`config.mk`:
```
export PLATFORM = sky130hd
export DESIGN_NAME = uart_frame_producer
export DESIGN_NICKNAME = d
export VERILOG_FILES = /design/src/rtl/uart_frame_producer.sv
export SDC_FILE = /design/constraint.sdc
export NUM_CORES = 1
export LEC_CHECK = 0
export ABC_AREA = 1
export CORE_MARGIN = 5
export CORE_UTILIZATION = 39
export CTS_BUF_LIST = sky130_fd_sc_hd__clkbuf_8
export DETAILED_ROUTE_END_ITERATION = 8
export PLACE_DENSITY = 0.62
export SYNTH_ARGS = -nofsm -noshare
export SYNTH_HDL_FRONTEND = slang
export SYNTH_SLANG_ARGS = --single-unit
```
`constraint.sdc`:
```
create_clock -name clk -period 13.2 [get_ports clk]
set_clock_uncertainty 0.05 [all_clocks]
set_input_delay 1.32 -clock clk [delete_from_list [all_inputs] [get_ports clk]]
set_output_delay 1.32 -clock clk [all_outputs]
set_load 0.02 [all_outputs]
```
`src/rtl/uart_frame_producer.sv`:
```
// UART TX frame producer: streams "<hdr>,<arg1>,<arg2>*\r\n" byte by byte
// over valid/ready, with unsigned 32-bit arguments rendered in decimal.
module uart_frame_producer #(
  parameter int         MAX_HDR_LEN = 8,
  parameter logic [7:0] SEP_CHAR    = 8'h2C,
  parameter logic [7:0] TERM_CHAR   = 8'h2A,
  parameter bit         APPEND_CRLF = 1'b1
) (
  input  logic                               clk,
  input  logic                               rst,
  input  logic                               send_req,
  input  logic [MAX_HDR_LEN*8-1:0]           hdr_chars,
  input  logic [$clog2(MAX_HDR_LEN+1)-1:0]   hdr_len,
  input  logic [1:0]                         arg_count,
  input  logic [31:0]                        arg1,
  input  logic [31:0]                        arg2,
  output logic [7:0]                         tx_data,
  output logic                               tx_valid,
  input  logic                               tx_ready,
  output logic                               busy,
  output logic                               done,
  output logic                               req_dropped
);

  localparam int HLW = $clog2(MAX_HDR_LEN+1);
  localparam logic [HLW-1:0] HMAX = HLW'(MAX_HDR_LEN);

  typedef enum logic [2:0] {
    S_IDLE, S_HDR, S_SEP, S_CONV, S_DIG, S_TERM, S_CR, S_LF
  } state_t;

  state_t                   state_q, state_d;
  logic [MAX_HDR_LEN*8-1:0] hdr_q, hdr_d;
  logic [HLW-1:0]           hlen_q, hlen_d;
  logic [HLW-1:0]           idx_q, idx_d;
  logic [1:0]               argn_q, argn_d;
  logic                     argk_q, argk_d;
  logic [31:0]              a1_q, a1_d;
  logic [31:0]              a2_q, a2_d;
  logic [31:0]              rem_q, rem_d;
  logic [3:0]               p_q, p_d;
  logic [3:0]               dig_q, dig_d;
  logic                     emit_q, emit_d;
  logic                     done_q, done_d;
  logic                     drop_q, drop_d;
  logic                     xfer;
  logic [31:0]              pw;

  function automatic logic [31:0] pow10(input logic [3:0] p);
    case (p)
      4'd0: pow10 = 32'd1;
      4'd1: pow10 = 32'd10;
      4'd2: pow10 = 32'd100;
      4'd3: pow10 = 32'd1000;
      4'd4: pow10 = 32'd10000;
      4'd5: pow10 = 32'd100000;
      4'd6: pow10 = 32'd1000000;
      4'd7: pow10 = 32'd10000000;
      4'd8: pow10 = 32'd100000000;
      4'd9: pow10 = 32'd1000000000;
      default: pow10 = 32'd1;
    endcase
  endfunction

  assign pw = pow10(p_q);
  assign tx_valid = (state_q != S_IDLE) && (state_q != S_CONV);
  assign xfer = tx_valid & tx_ready;
  assign busy = (state_q != S_IDLE);
  assign done = done_q;
  assign req_dropped = drop_q;

  always_comb begin
    tx_data = '0;
    unique case (state_q)
      S_HDR:  tx_data = hdr_q[{idx_q, 3'b000} +: 8];
      S_SEP:  tx_data = SEP_CHAR;
      S_DIG:  tx_data = 8'h30 + {4'h0, dig_q};
      S_TERM: tx_data = TERM_CHAR;
      S_CR:   tx_data = 8'h0D;
      S_LF:   tx_data = 8'h0A;
      default: tx_data = '0;
    endcase
  end

  always_comb begin
    state_d = state_q;
    hdr_d   = hdr_q;
    hlen_d  = hlen_q;
    idx_d   = idx_q;
    argn_d  = argn_q;
    argk_d  = argk_q;
    a1_d    = a1_q;
    a2_d    = a2_q;
    rem_d   = rem_q;
    p_d     = p_q;
    dig_d   = dig_q;
    emit_d  = emit_q;
    done_d  = 1'b0;
    drop_d  = send_req && (state_q != S_IDLE);
    unique case (state_q)
      S_IDLE: if (send_req) begin
        hdr_d  = hdr_chars;
        hlen_d = (hdr_len > HMAX) ? HMAX : hdr_len;
        argn_d = (arg_count == 2'd3) ? 2'd2 : arg_count;
        a1_d   = arg1;
        a2_d   = arg2;
        idx_d  = '0;
        argk_d = 1'b0;
        if (hlen_d != '0)       state_d = S_HDR;
        else if (argn_d != '0)  state_d = S_SEP;
        else                    state_d = S_TERM;
      end
      S_HDR: if (xfer) begin
        idx_d = idx_q + HLW'(1);
        if (idx_q == hlen_q - HLW'(1))
          state_d = (argn_q != '0) ? S_SEP : S_TERM;
      end
      S_SEP: if (xfer) begin
        rem_d   = argk_q ? a2_q : a1_q;
        p_d     = 4'd9;
        dig_d   = '0;
        emit_d  = 1'b0;
        state_d = S_CONV;
      end
      // One subtract per cycle; a digit is final once rem < 10^p
      S_CONV: begin
        if (rem_q >= pw) begin
          rem_d = rem_q - pw;
          dig_d = dig_q + 4'd1;
        end else if (dig_q != '0 || emit_q || p_q == '0) begin
          state_d = S_DIG;
        end else begin
          p_d = p_q - 4'd1;
        end
      end
      S_DIG: if (xfer) begin
        emit_d = 1'b1;
        dig_d  = '0;
        if (p_q == '0) begin
          argk_d  = 1'b1;
          state_d = (!argk_q && argn_q == 2'd2) ? S_SEP : S_TERM;
        end else begin
          p_d     = p_q - 4'd1;
          state_d = S_CONV;
        end
      end
      S_TERM: if (xfer) begin
        if (APPEND_CRLF) begin
          state_d = S_CR;
        end else begin
          state_d = S_IDLE;
          done_d  = 1'b1;
        end
      end
      S_CR: if (xfer) state_d = S_LF;
      S_LF: if (xfer) begin
        state_d = S_IDLE;
        done_d  = 1'b1;
      end
      default: state_d = S_IDLE;
    endcase
  end

  always_ff @(posedge clk or posedge rst) begin
    if (rst) begin
      state_q <= S_IDLE;
      hdr_q   <= '0;
      hlen_q  <= '0;
      idx_q   <= '0;
      argn_q  <= '0;
      argk_q  <= 1'b0;
      a1_q    <= '0;
      a2_q    <= '0;
      rem_q   <= '0;
      p_q     <= '0;
      dig_q   <= '0;
      emit_q  <= 1'b0;
      done_q  <= 1'b0;
      drop_q  <= 1'b0;
    end else begin
      state_q <= state_d;
      hdr_q   <= hdr_d;
      hlen_q  <= hlen_d;
      idx_q   <= idx_d;
      argn_q  <= argn_d;
      argk_q  <= argk_d;
      a1_q    <= a1_d;
      a2_q    <= a2_d;
      rem_q   <= rem_d;
      p_q     <= p_d;
      dig_q   <= dig_d;
      emit_q  <= emit_d;
      done_q  <= done_d;
      drop_q  <= drop_d;
    end
  end

endmodule
```
==> flow_metrics.py <==
metrics = {
    "floorplan": {
        "die_w_um": 182,
        "die_area_um2": 33000,
        "start_util": 0.398,
        "coreArea_um2": 28900,
        "die_y_um": 182,
        "fp-row-count": 62,
        "ios": 150,
    },
    "timing": {
        "tns_ps": 0,
        "finalWorstSetupSlack_ps": 8670,
        "fin_crit_sh": 0.343,
        "fmax_ghz": 0.221,
        "worst_pin_slew_ps": 1170,
        "finalHoldViolations": 0,
        "fin_crit_ps": 4530,
        "drv_slew": 0,
        "final-setup-viol-count": 0,
        "rsz0062_at_grt": "false",
        "relSlewSlack": 0.217,
    },
    "critical_path": {
        "worstPathArrival_ps": 3160,
        "end_kind": "output port",
        "cp_max_fo": 33,
        "cp.required_ps": 11830,
        "crit_path_start_kind": "register",
        "critical_path_class": "reg2out",
    },
    "routing": {
        "drtIter0Drc": 1009,
        "totalWireLength_mm": 34.1,
        "post-route-drc-count": 0,
        "ant_nets": 0,
        "vias": 10800,
        "vias_per_cell": 4.92,
        "wl_per_cell_um": 15.5,
        "firstDrtPassIters": 5,
    },
    "power_and_ir_drop": {
        "p_leak_uw": 0.00702,
        "fin_total_pwr_uw": 3750,
        "ir_worst_vdd_mv": 0.0872,
        "powerDensity_nw_per_um2": 275,
    },
    "run_status": {
        "status": "finished, final reports clean",
    },
    "synth": {
        "ys_ff_latch": 185,
        "yosysMostFrequentCell": "nand2_1",
        "synth.top_cell.area_share": 0.403,
        "yosysWarnings": 0,
        "netlist.top_cell.by_area": "dfrtp_1",
        "synth_area_um2": 11500,
        "synth_cell_types": 45,
        "postSynthAreaPerCell_um2": 6.83,
        "synth.area.top_cells": "dfrtp_1 40%, nand2_1 24%, inv_1 6.7%",
        "syn_inst": 1680,
        "synthFlopType": "dfrtp_1",
        "synth_enable_flop_cells": 0,
        "synth_commonest_cells": "721 x nand2_1, 206 x inv_1, 185 x dfrtp_1",
        "async_flop_share": 1.00,
        "ys_seq_area_frac": 0.403,
        "synth_fp_nets": 1860,
    },
    "cells_and_area": {
        "drive_gt1_frac": 0.0481,
        "fin_area_um2": 13600,
        "nets": 1976,
        "num-fill-cells": 3005,
        "area_growth_pct": 18.8,
        "final_cells": 2194,
    },
    "placed_design": {
        "dp_cells": 2161,
        "place_congestion": 0.912,
        "hpwl_mm": 25.9,
        "placed_area_um2": 13200,
        "dpl_worst_slack_ps": 9150,
        "io_buffers": 149,
    },
    "clocking": {
        "clk_latency_ps": 460,
        "post_cts_buffers": 0,
        "cts-buffers-inserted": 17,
        "cts_buffer_depth": 2,
        "ctsResizeCount": 0,
        "cts_hold_buf": 0,
        "cts_root_buffer": "clkbuf_8",
        "ctsHtreeMaxLevel": 4,
        "cts_tree": "yes",
        "cts.clk_slew.worst_paths_ps": 100,
        "cts_sinks": 185,
    },
    "global_routing": {
        "antenna_found_initial": 1,
        "track_usage": 0.206,
        "grt_pass1_vias": 10400,
        "grt_pass1_wl_mm": 55.4,
        "grt-ovfl-total": 0,
        "grt_max_degree": 118,
    },
    "flow_run": {
        "cap_viol_max_count": 0,
    },
    "worst_hold_path": {
        "hp-class": "reg2reg",
    },
}
## critical path: stages (launching register included)
cell	delay, ps
dfrtp_1	1130
inv_1	340
o21ai_0	170
o221ai_1	190
nand3_1	180
o21ai_0	140
clkdlybuf4s50_1	570
## layout make-up
class                      instances  area, µm²  share of cell area
clock inverter                    15        171              0.0126
timing repair buffer             156       1540               0.113
sequential                       185       4630               0.339
tap                              384        480              0.0352
inverter                         221        837              0.0614
clock buffer                      17        234              0.0172
antenna                            1       2.50            0.000183
multi-input combinational       1215       5740               0.421
## where the power goes
part           total (µW)  leakage (µW)  internal [µW]  switching [µW]
Combinational        2380       0.00449            794            1590
Clock                 393      0.000207            146             247
Sequential            979       0.00232            825             154
Total                3750       0.00702           1760            1990
## layer usage
layer,vias up,part of all wire,track usage,wire [µm]
li1,5466,-,-,-
met1,5049,0.49,0.312,16600
met2,260,0.45,0.318,15300
met3,24,0.054,0.0264,1850
met4,0,0.0091,0.0402,311
met5,-,0,0,0
## worst paths after layout
check / from / to / slack [ps] / cells after the start
min reg2reg: hdr_q[41] / hdr_q[41] / 430 / 2
max reg2reg: p_q[0] / rem_q[20] / 9340 / 21
max in group asynchronous: rst / a1_q[2] / 9870 / 4
min in group asynchronous: rst / dig_q[3] / 1240 / 2
min: hdr_q[41] / hdr_q[41] / 430 / 2
max: idx_q[1] / tx_data[1] / 8670 / 6
## stage by stage
step | hold WS, ps | util
3_5_place_dp | 405 | 0.459
6_report | 429 | 0.473
4_1_cts | 433 | 0.473
5_1_grt | 447 | 0.473
2_1_floorplan | 387 | -
3_3_place_gp | 398 | 0.459
## kinds of logic (layout without fill, tap and decap cells)
group | Yosys count | in the layout | share of synthesized area
AND/OR/NAND/NOR | 919 | 919 | 0.325
buffers and inverters | 280 | 409 | 0.0966
AO/OA/AOI/OAI | 232 | 232 | 0.111
flip-flops | 185 | 185 | 0.403
adder cells (fa/ha/maj) | 42 | 42 | 0.0464
XOR/XNOR | 20 | 20 | 0.0153
multiplexers | 2 | 2 | 0.00174
other | 0 | 1 | 0
## state kept, by name, summed over array words and instances (netlist names)
name,cells
hdr_q,64
a1_q,32
a2_q,32
rem_q,32
dig_q,4
hlen_q,4
idx_q,4
p_q,4
state_q,3
argn_q,2
argk_q,1
done,1
emit_q,1
req_dropped,1
## cells in the final DEF, fill, tap and decap left out, types with 3 or more instances in the layout
cell type,instances
nand2_1,721
inv_1,206
dfrtp_1,185
clkdlybuf4s50_1,149
o21ai_0,137
nor2_1,71
nand3_1,65
a21oi_1,41
ha_1,41
o211ai_1,22
clkbuf_8,17
inv_2,12
xor2_1,11
nand4_1,11
nor3_1,11
nand2_2,10
o21ai_1,10
xnor2_1,9
buf_4,7
nor2_4,6
nand3b_1,6
nor2_2,6
o221ai_1,4
a21oi_2,4
or2_2,4
inv_6,4
a31oi_1,3
clkinv_4,3
inv_8,3
clkinv_8,3
Note: power is estimated with default switching activity, not from simulation.
